**config.mk**
```make
export PLATFORM = sky130hd
export DESIGN_NAME = eth_tx_framer
export DESIGN_NICKNAME = d
export VERILOG_FILES = /design/src/rtl/eth_pkg.sv /design/src/rtl/crc32_d8.sv /design/src/rtl/eth_tx_framer.sv
export SDC_FILE = /design/constraint.sdc
export NUM_CORES = 1
export LEC_CHECK = 0
export CELL_PAD_IN_SITES_DETAIL_PLACEMENT = 1
export CELL_PAD_IN_SITES_GLOBAL_PLACEMENT = 1
export CORE_UTILIZATION = 40
export CTS_BUF_LIST = sky130_fd_sc_hd__clkbuf_16
export DETAILED_ROUTE_END_ITERATION = 16
export PLACE_DENSITY_LB_ADDON = 0.3
export SYNTH_ARGS = -nofsm -noshare
export SYNTH_HDL_FRONTEND = slang
export SYNTH_SLANG_ARGS = --single-unit
```
**constraint.sdc**
```tcl
create_clock -name clk -period 3.8 [get_ports clk]
set_clock_uncertainty 0.15 [all_clocks]
set_input_delay 0.38 -clock clk [delete_from_list [all_inputs] [get_ports clk]]
set_output_delay 0.38 -clock clk [all_outputs]
set_load 0.005 [all_outputs]
```
**src/rtl/eth_pkg.sv**
```systemverilog
// Shared constants and state encoding for the Ethernet transmit framer.
// CRC constants follow the reflected IEEE 802.3 CRC-32.
package eth_pkg;

    localparam logic [7:0]  PREAMBLE_BYTE = 8'h55;
    localparam logic [7:0]  SFD_BYTE      = 8'hD5;
    localparam logic [31:0] CRC_POLY      = 32'hEDB88320;
    localparam logic [31:0] CRC_INIT      = 32'hFFFFFFFF;
    localparam logic [31:0] CRC_RESIDUE   = 32'hDEBB20E3;

    // ST_ABORT is the single tx_er cycle emitted after an underrun.
    typedef enum logic [2:0] {
        ST_IDLE,
        ST_PREAMBLE,
        ST_SFD,
        ST_PAYLOAD,
        ST_PAD,
        ST_FCS,
        ST_IFG,
        ST_ABORT
    } state_t;

    // FCS byte idx (0 = first on the wire) of the complemented CRC.
    function automatic logic [7:0] fcs_byte(
        input logic [31:0] crc,
        input logic [1:0]  idx
    );
        logic [31:0] fcs;
        fcs = ~crc;
        unique case (idx)
            2'd0: return fcs[7:0];
            2'd1: return fcs[15:8];
            2'd2: return fcs[23:16];
            default: return fcs[31:24];
        endcase
    endfunction

endpackage

```
**src/rtl/crc32_d8.sv**
```systemverilog
// Combinational byte-wide step of the reflected CRC-32.
// The caller owns the CRC register.
module crc32_d8
    import eth_pkg::*;
(
    input  logic [31:0] crc_in,
    input  logic [7:0]  data,
    output logic [31:0] crc_out
);

    logic [31:0] c;

    // Shift eight data bits through the LFSR, LSB first.
    always_comb begin
        c = crc_in ^ {24'h000000, data};
        for (int i = 0; i < 8; i++) begin
            if (c[0]) begin
                c = (c >> 1) ^ CRC_POLY;
            end else begin
                c = c >> 1;
            end
        end
        crc_out = c;
    end

endmodule

```
**src/rtl/eth_tx_framer.sv**
```systemverilog
// Ethernet TX framer: drains a payload FIFO into a GMII-style byte
// stream with preamble, SFD, zero pad, CRC-32 FCS and inter-frame gap.
module eth_tx_framer
    import eth_pkg::*;
#(
    parameter int unsigned MIN_LEN = 60,
    parameter int unsigned MAX_LEN = 1514,
    parameter int unsigned PRE_LEN = 7,
    parameter int unsigned IFG_LEN = 12
) (
    input  logic        clk,
    input  logic        rst,
    input  logic        start,
    input  logic [10:0] frame_len,
    output logic        busy,
    output logic        len_err,
    output logic        underrun,
    output logic        fifo_rd,
    input  logic        fifo_empty,
    input  logic [7:0]  fifo_data,
    output logic        tx_en,
    output logic        tx_er,
    output logic [7:0]  tx_data
);

    localparam logic [10:0] MIN_L = 11'(MIN_LEN);
    localparam logic [10:0] MAX_L = 11'(MAX_LEN);
    localparam logic [10:0] PRE_L = 11'(PRE_LEN);
    localparam logic [10:0] IFG_L = 11'(IFG_LEN);

    state_t      state;
    state_t      state_nx;
    logic [10:0] cnt;
    logic [10:0] len_q;
    logic [31:0] crc_q;
    logic [31:0] crc_nx;
    logic        len_ok;
    logic        accept;
    logic        last_pay;
    logic        rd_due;

    assign len_ok   = (frame_len != 11'd0) && (frame_len <= MAX_L);
    assign accept   = (state == ST_IDLE) && start && len_ok;
    assign last_pay = (cnt == len_q - 11'd1);

    // A read is due one cycle ahead of every payload byte.
    assign rd_due = (state == ST_SFD)
                 || ((state == ST_PAYLOAD) && !last_pay);

    crc32_d8 u_crc (
        .crc_in  (crc_q),
        .data    (tx_data),
        .crc_out (crc_nx)
    );

    // State register.
    always_ff @(posedge clk) begin
        if (rst) begin
            state <= ST_IDLE;
        end else begin
            state <= state_nx;
        end
    end

    // Next-state logic.
    always_comb begin
        state_nx = state;
        unique case (state)
            ST_IDLE: begin
                if (accept) state_nx = ST_PREAMBLE;
            end
            ST_PREAMBLE: begin
                if (cnt == PRE_L - 11'd1) state_nx = ST_SFD;
            end
            ST_SFD: begin
                if (fifo_empty) state_nx = ST_ABORT;
                else            state_nx = ST_PAYLOAD;
            end
            ST_PAYLOAD: begin
                if (rd_due && fifo_empty) begin
                    state_nx = ST_ABORT;
                end else if (last_pay) begin
                    if (len_q < MIN_L) state_nx = ST_PAD;
                    else               state_nx = ST_FCS;
                end
            end
            ST_PAD: begin
                if (cnt == MIN_L - 11'd1) state_nx = ST_FCS;
            end
            ST_FCS: begin
                if (cnt == 11'd3) state_nx = ST_IFG;
            end
            ST_IFG: begin
                if (cnt == IFG_L - 11'd1) state_nx = ST_IDLE;
            end
            ST_ABORT: begin
                state_nx = ST_IFG;
            end
            default: state_nx = ST_IDLE;
        endcase
    end

    // Output decode; payload bytes pass straight through from the FIFO.
    always_comb begin
        busy     = (state != ST_IDLE);
        tx_en    = 1'b0;
        tx_er    = 1'b0;
        tx_data  = 8'h00;
        underrun = 1'b0;
        fifo_rd  = rd_due && !fifo_empty;
        unique case (state)
            ST_IDLE: begin
            end
            ST_PREAMBLE: begin
                tx_en   = 1'b1;
                tx_data = PREAMBLE_BYTE;
            end
            ST_SFD: begin
                tx_en   = 1'b1;
                tx_data = SFD_BYTE;
            end
            ST_PAYLOAD: begin
                tx_en   = 1'b1;
                tx_data = fifo_data;
            end
            ST_PAD: begin
                tx_en = 1'b1;
            end
            ST_FCS: begin
                tx_en   = 1'b1;
                tx_data = fcs_byte(crc_q, cnt[1:0]);
            end
            ST_IFG: begin
            end
            ST_ABORT: begin
                tx_en    = 1'b1;
                tx_er    = 1'b1;
                underrun = 1'b1;
            end
            default: begin
            end
        endcase
    end

    // Per-state cycle counter; PAD keeps counting from the payload so
    // that it ends once MIN_LEN bytes have gone out.
    always_ff @(posedge clk) begin
        if (rst) begin
            cnt <= 11'd0;
        end else if (state_nx == ST_IDLE) begin
            cnt <= 11'd0;
        end else if ((state_nx != state) && (state_nx != ST_PAD)) begin
            cnt <= 11'd0;
        end else begin
            cnt <= cnt + 11'd1;
        end
    end

    // Latch the frame length on an accepted start.
    always_ff @(posedge clk) begin
        if (rst) begin
            len_q <= 11'd0;
        end else if (accept) begin
            len_q <= frame_len;
        end
    end

    // One-cycle pulse for a start carrying an illegal length.
    always_ff @(posedge clk) begin
        if (rst) begin
            len_err <= 1'b0;
        end else begin
            len_err <= (state == ST_IDLE) && start && !len_ok;
        end
    end

    // CRC register: seeded in SFD, advanced over payload and pad only.
    always_ff @(posedge clk) begin
        if (rst) begin
            crc_q <= CRC_INIT;
        end else if (state == ST_SFD) begin
            crc_q <= CRC_INIT;
        end else if ((state == ST_PAYLOAD) || (state == ST_PAD)) begin
            crc_q <= crc_nx;
        end
    end

endmodule
```
==> run_results.csv <==
group,metric,value,unit
logic_synthesis,synth.top_cell.area_share,29.5,%
clock_tree,cts_sinks,58,
sta,max_slew.worst_pin.slew,0.705,ns
drt,dr.pass1.iters,4,
setup_path,crit_type,"flop to output pin",
clock_tree,cts_max_level,3,
logic_synthesis,synth_cell_types,63,
floorplan,fp.coreArea,9370,sq um
sta,rsz0062_at_grt,"false",
worst_hold_path,hp-start,"crc_q[23]$_SDFFE_PP1P_",
setup_path,timing.rr.start,"cnt[0]$_SDFF_PP0_",
pwr,ir_drop,0.000187,V
placed_design,place.gp.congestion,0.846,
logic_synthesis,syn-cell-area,3930,sq um
placed_design,dp_hpwl,8640,um
global_routing,grt_pass1_vias,3768,
global_routing,grt_pass1_wl,19100,um
logic_synthesis,yosys_warnings,0,
pwr,power.total,1.67,mW
floorplan,start_util,41.9,%
sta,finalSetupViolations,0,
global_routing,grt_antenna_before_repair,0,
clock_tree,clockBufferDepth,2,
logic_synthesis,ys_async_sr_fraction,0,%
final_layout,nets,535,
job,maxCapViolCount,0,
drt,drc,0,
worst_hold_path,hold-path-cell-count,2,
floorplan,io_pins,37,
floorplan,die_w,101,um
setup_path,rr_worst_depth,11,
logic_synthesis,synth_seq_area_share,29.5,%
global_routing,grt_start_max_net_pins,33,
setup_path,cp_max_fo,9,
drt,wl_per_cell,18.0,um
drt,antenna_left,0,
final_layout,areaGrowthSynthToFinish,20.3,%
logic_synthesis,synthFlopType,"dfxtp_1",
global_routing,grt_remaining_overflow,0,
sta,fmax,281,MHz
clock_tree,cts_setup_buffers,0,
floorplan,die_height,101,um
drt,finalWirelength,11500,um
sta,relSlewSlack,53.0,%
run_status,outcome,"completed",
logic_synthesis,avgSynthCellArea,8.33,sq um
logic_synthesis,synth_common_cells,"dfxtp_1, nor2_1, xnor2_1, nand2_1, xor2_1",
logic_synthesis,netlist_instances,472,
sta,fin_crit,3.56,ns
final_layout,fin_area,4730,sq um
placed_design,port-buffer-count,36,
logic_synthesis,yosysMostFrequentCell,"dfxtp_1",
clock_tree,clkLatencyLatePin,0.33,ns
floorplan,die_area,10200,sq um
clock_tree,numCtsBuffers,9,
setup_path,cp.arrival,3.03,ns
drt,dr.first_iter.drc_count,128,
logic_synthesis,synth_area_leaders,"dfxtp_1, xnor2_1, xor2_1",
pwr,p_per_area,353,nW/um^2
global_routing,grt_use_total,24.1,%
drt,dr_total_vias,3487,
logic_synthesis,syn_nets,500,
setup_path,end_kind,"output pin",
floorplan,row_count,35,
sta,tns,0,ns
clock_tree,clk_pin_slew,0.05,ns
sta,hold_violations,0,
final_layout,drive_gt1_share,10.5,%
logic_synthesis,synth_edf_count,0,
setup_path,critPathLaunchType,"flop",
worst_hold_path,min_path_type,"flop to flop",
logic_synthesis,ys_ff_latch,58,
clock_tree,cts_tree,"yes",
setup_path,reg2reg_slack,0.24,ns
final_layout,antenna_cells,0,
sta,drv_slew,0,
worst_hold_path,holdPathEnd,"crc_q[23]$_SDFFE_PP1P_",
placed_design,placed_area,4460,sq um
pwr,p_leak,1.87,nW
drt,vias_per_cell,5.44,
setup_path,r2r-end,"crc_q[24]$_SDFFE_PP1P_",
setup_path,cp_data_required_time,3.27,ns
sta,post-route-period-util,93.7,%
clock_tree,cts_root_buffer,"clkbuf_16",
logic_synthesis,synth_top_area_cell,"dfxtp_1",
cell usage in the layout (no fill, tap or decap), types with 4 or more instances in the layout:
cell type	instances
nand2_1	34
nor3_2	10
nor2_1	52
nand3_1	11
xor2_1	32
o211ai_1	17
clkbuf_16	9
a21o_1	6
mux2i_1	11
buf_4	17
clkinv_1	5
or3_1	4
a21oi_1	6
nand4_1	4
xnor2_1	51
dfxtp_1	58
o21ai_0	23
nor2b_1	23
a211oi_1	5
nor3_1	7
a2111oi_0	5
ha_1	5
inv_1	14
nor4_1	5
clkdlybuf4s50_1	36
final cells by class:
type | instances | area [sq um]
Fill cell | 1142 | 4640
Multi-Input combinational cell | 371 | 2600
Sequential cell | 58 | 1160
Timing Repair Buffer | 54 | 508
Clock buffer | 9 | 225
Tap cell | 129 | 161
Inverter | 13 | 48.8
Clock inverter | 7 | 27.5
registers in the layout, indices dropped and copies added, names as in the netlist:
name	cells
cnt	11
len_err	1
state	3
len_q	11
crc_q	32
worst max path at each step:
stage                          start                     end  slack (ns)  cells past startpoint
6_report       len_q[3]$_SDFFE_PP0P_                 fifo_rd        0.24                      7
5_1_grt            cnt[0]$_SDFF_PP0_  crc_q[21]$_SDFFE_PP1P_        0.02                     11
4_1_cts        len_q[3]$_SDFFE_PP0P_                 fifo_rd        0.12                      7
3_5_place_dp       cnt[0]$_SDFF_PP0_  crc_q[29]$_SDFFE_PP1P_        0.27                     11
3_3_place_gp       cnt[0]$_SDFF_PP0_  crc_q[29]$_SDFFE_PP1P_        0.33                     11
2_1_floorplan      cnt[0]$_SDFF_PP0_  crc_q[24]$_SDFFE_PP1P_        0.57                     10
worst max-delay path, cell delays in order (launching register included):
cell and delay [ns]:
dfxtp_1 0.40, or4_4 0.62, or4_1 0.51, nand3_2 0.10
a21oi_2 0.08, nor4_4 0.40, a211oi_1 0.13, clkdlybuf4s50_1 0.46
what timing repair did:
action | in CTS | in global routing
endpoints found under the setup margin | 0 | 3
gates resized for setup | 0 | 3
hold buffers | 0 | 0
through the flow:
stage               util (%)  hold slack, ns  std cells  setup slack [ns]
CTS                     50.3           0.374        641             0.117
global placement        47.6           0.354        625             0.328
detailed placement      47.6           0.360        625             0.265
floorplan                  -           0.326        472             0.567
finish                  50.5           0.374        641             0.240
global route            50.5           0.404        641            0.0182
report_power, final:
group / switching, mW / leakage, nW / internal (mW)
Combinational: 0.175 / 1.27 / 0.156
Sequential: 0.0164 / 0.470 / 0.619
Clock: 0.280 / 0.128 / 0.425
Total: 0.471 / 1.87 / 1.20
cells by family after synthesis:
logic type	share of synthesized area, %
DFF	29.5
and+or+nand+nor	22.9
adders and majority gates	1.59
muxes	3.09
buffers and inverters	4.84
xor gates and xnor gates	21.1
AOI/OAI and AO/OA	16.9
routing by layer:
layer  wire length, um  up-vias  track usage, %  part of all wire, %
met4               209        0            8.03                  1.8
met2              5620       52            42.1                   49
met5                 0        -               0                    0
met1              5430     1710            30.2                   47
met3               286       19            3.68                  2.5
li1                  -     1706               -                    -
(Power assumes the default switching activity.)
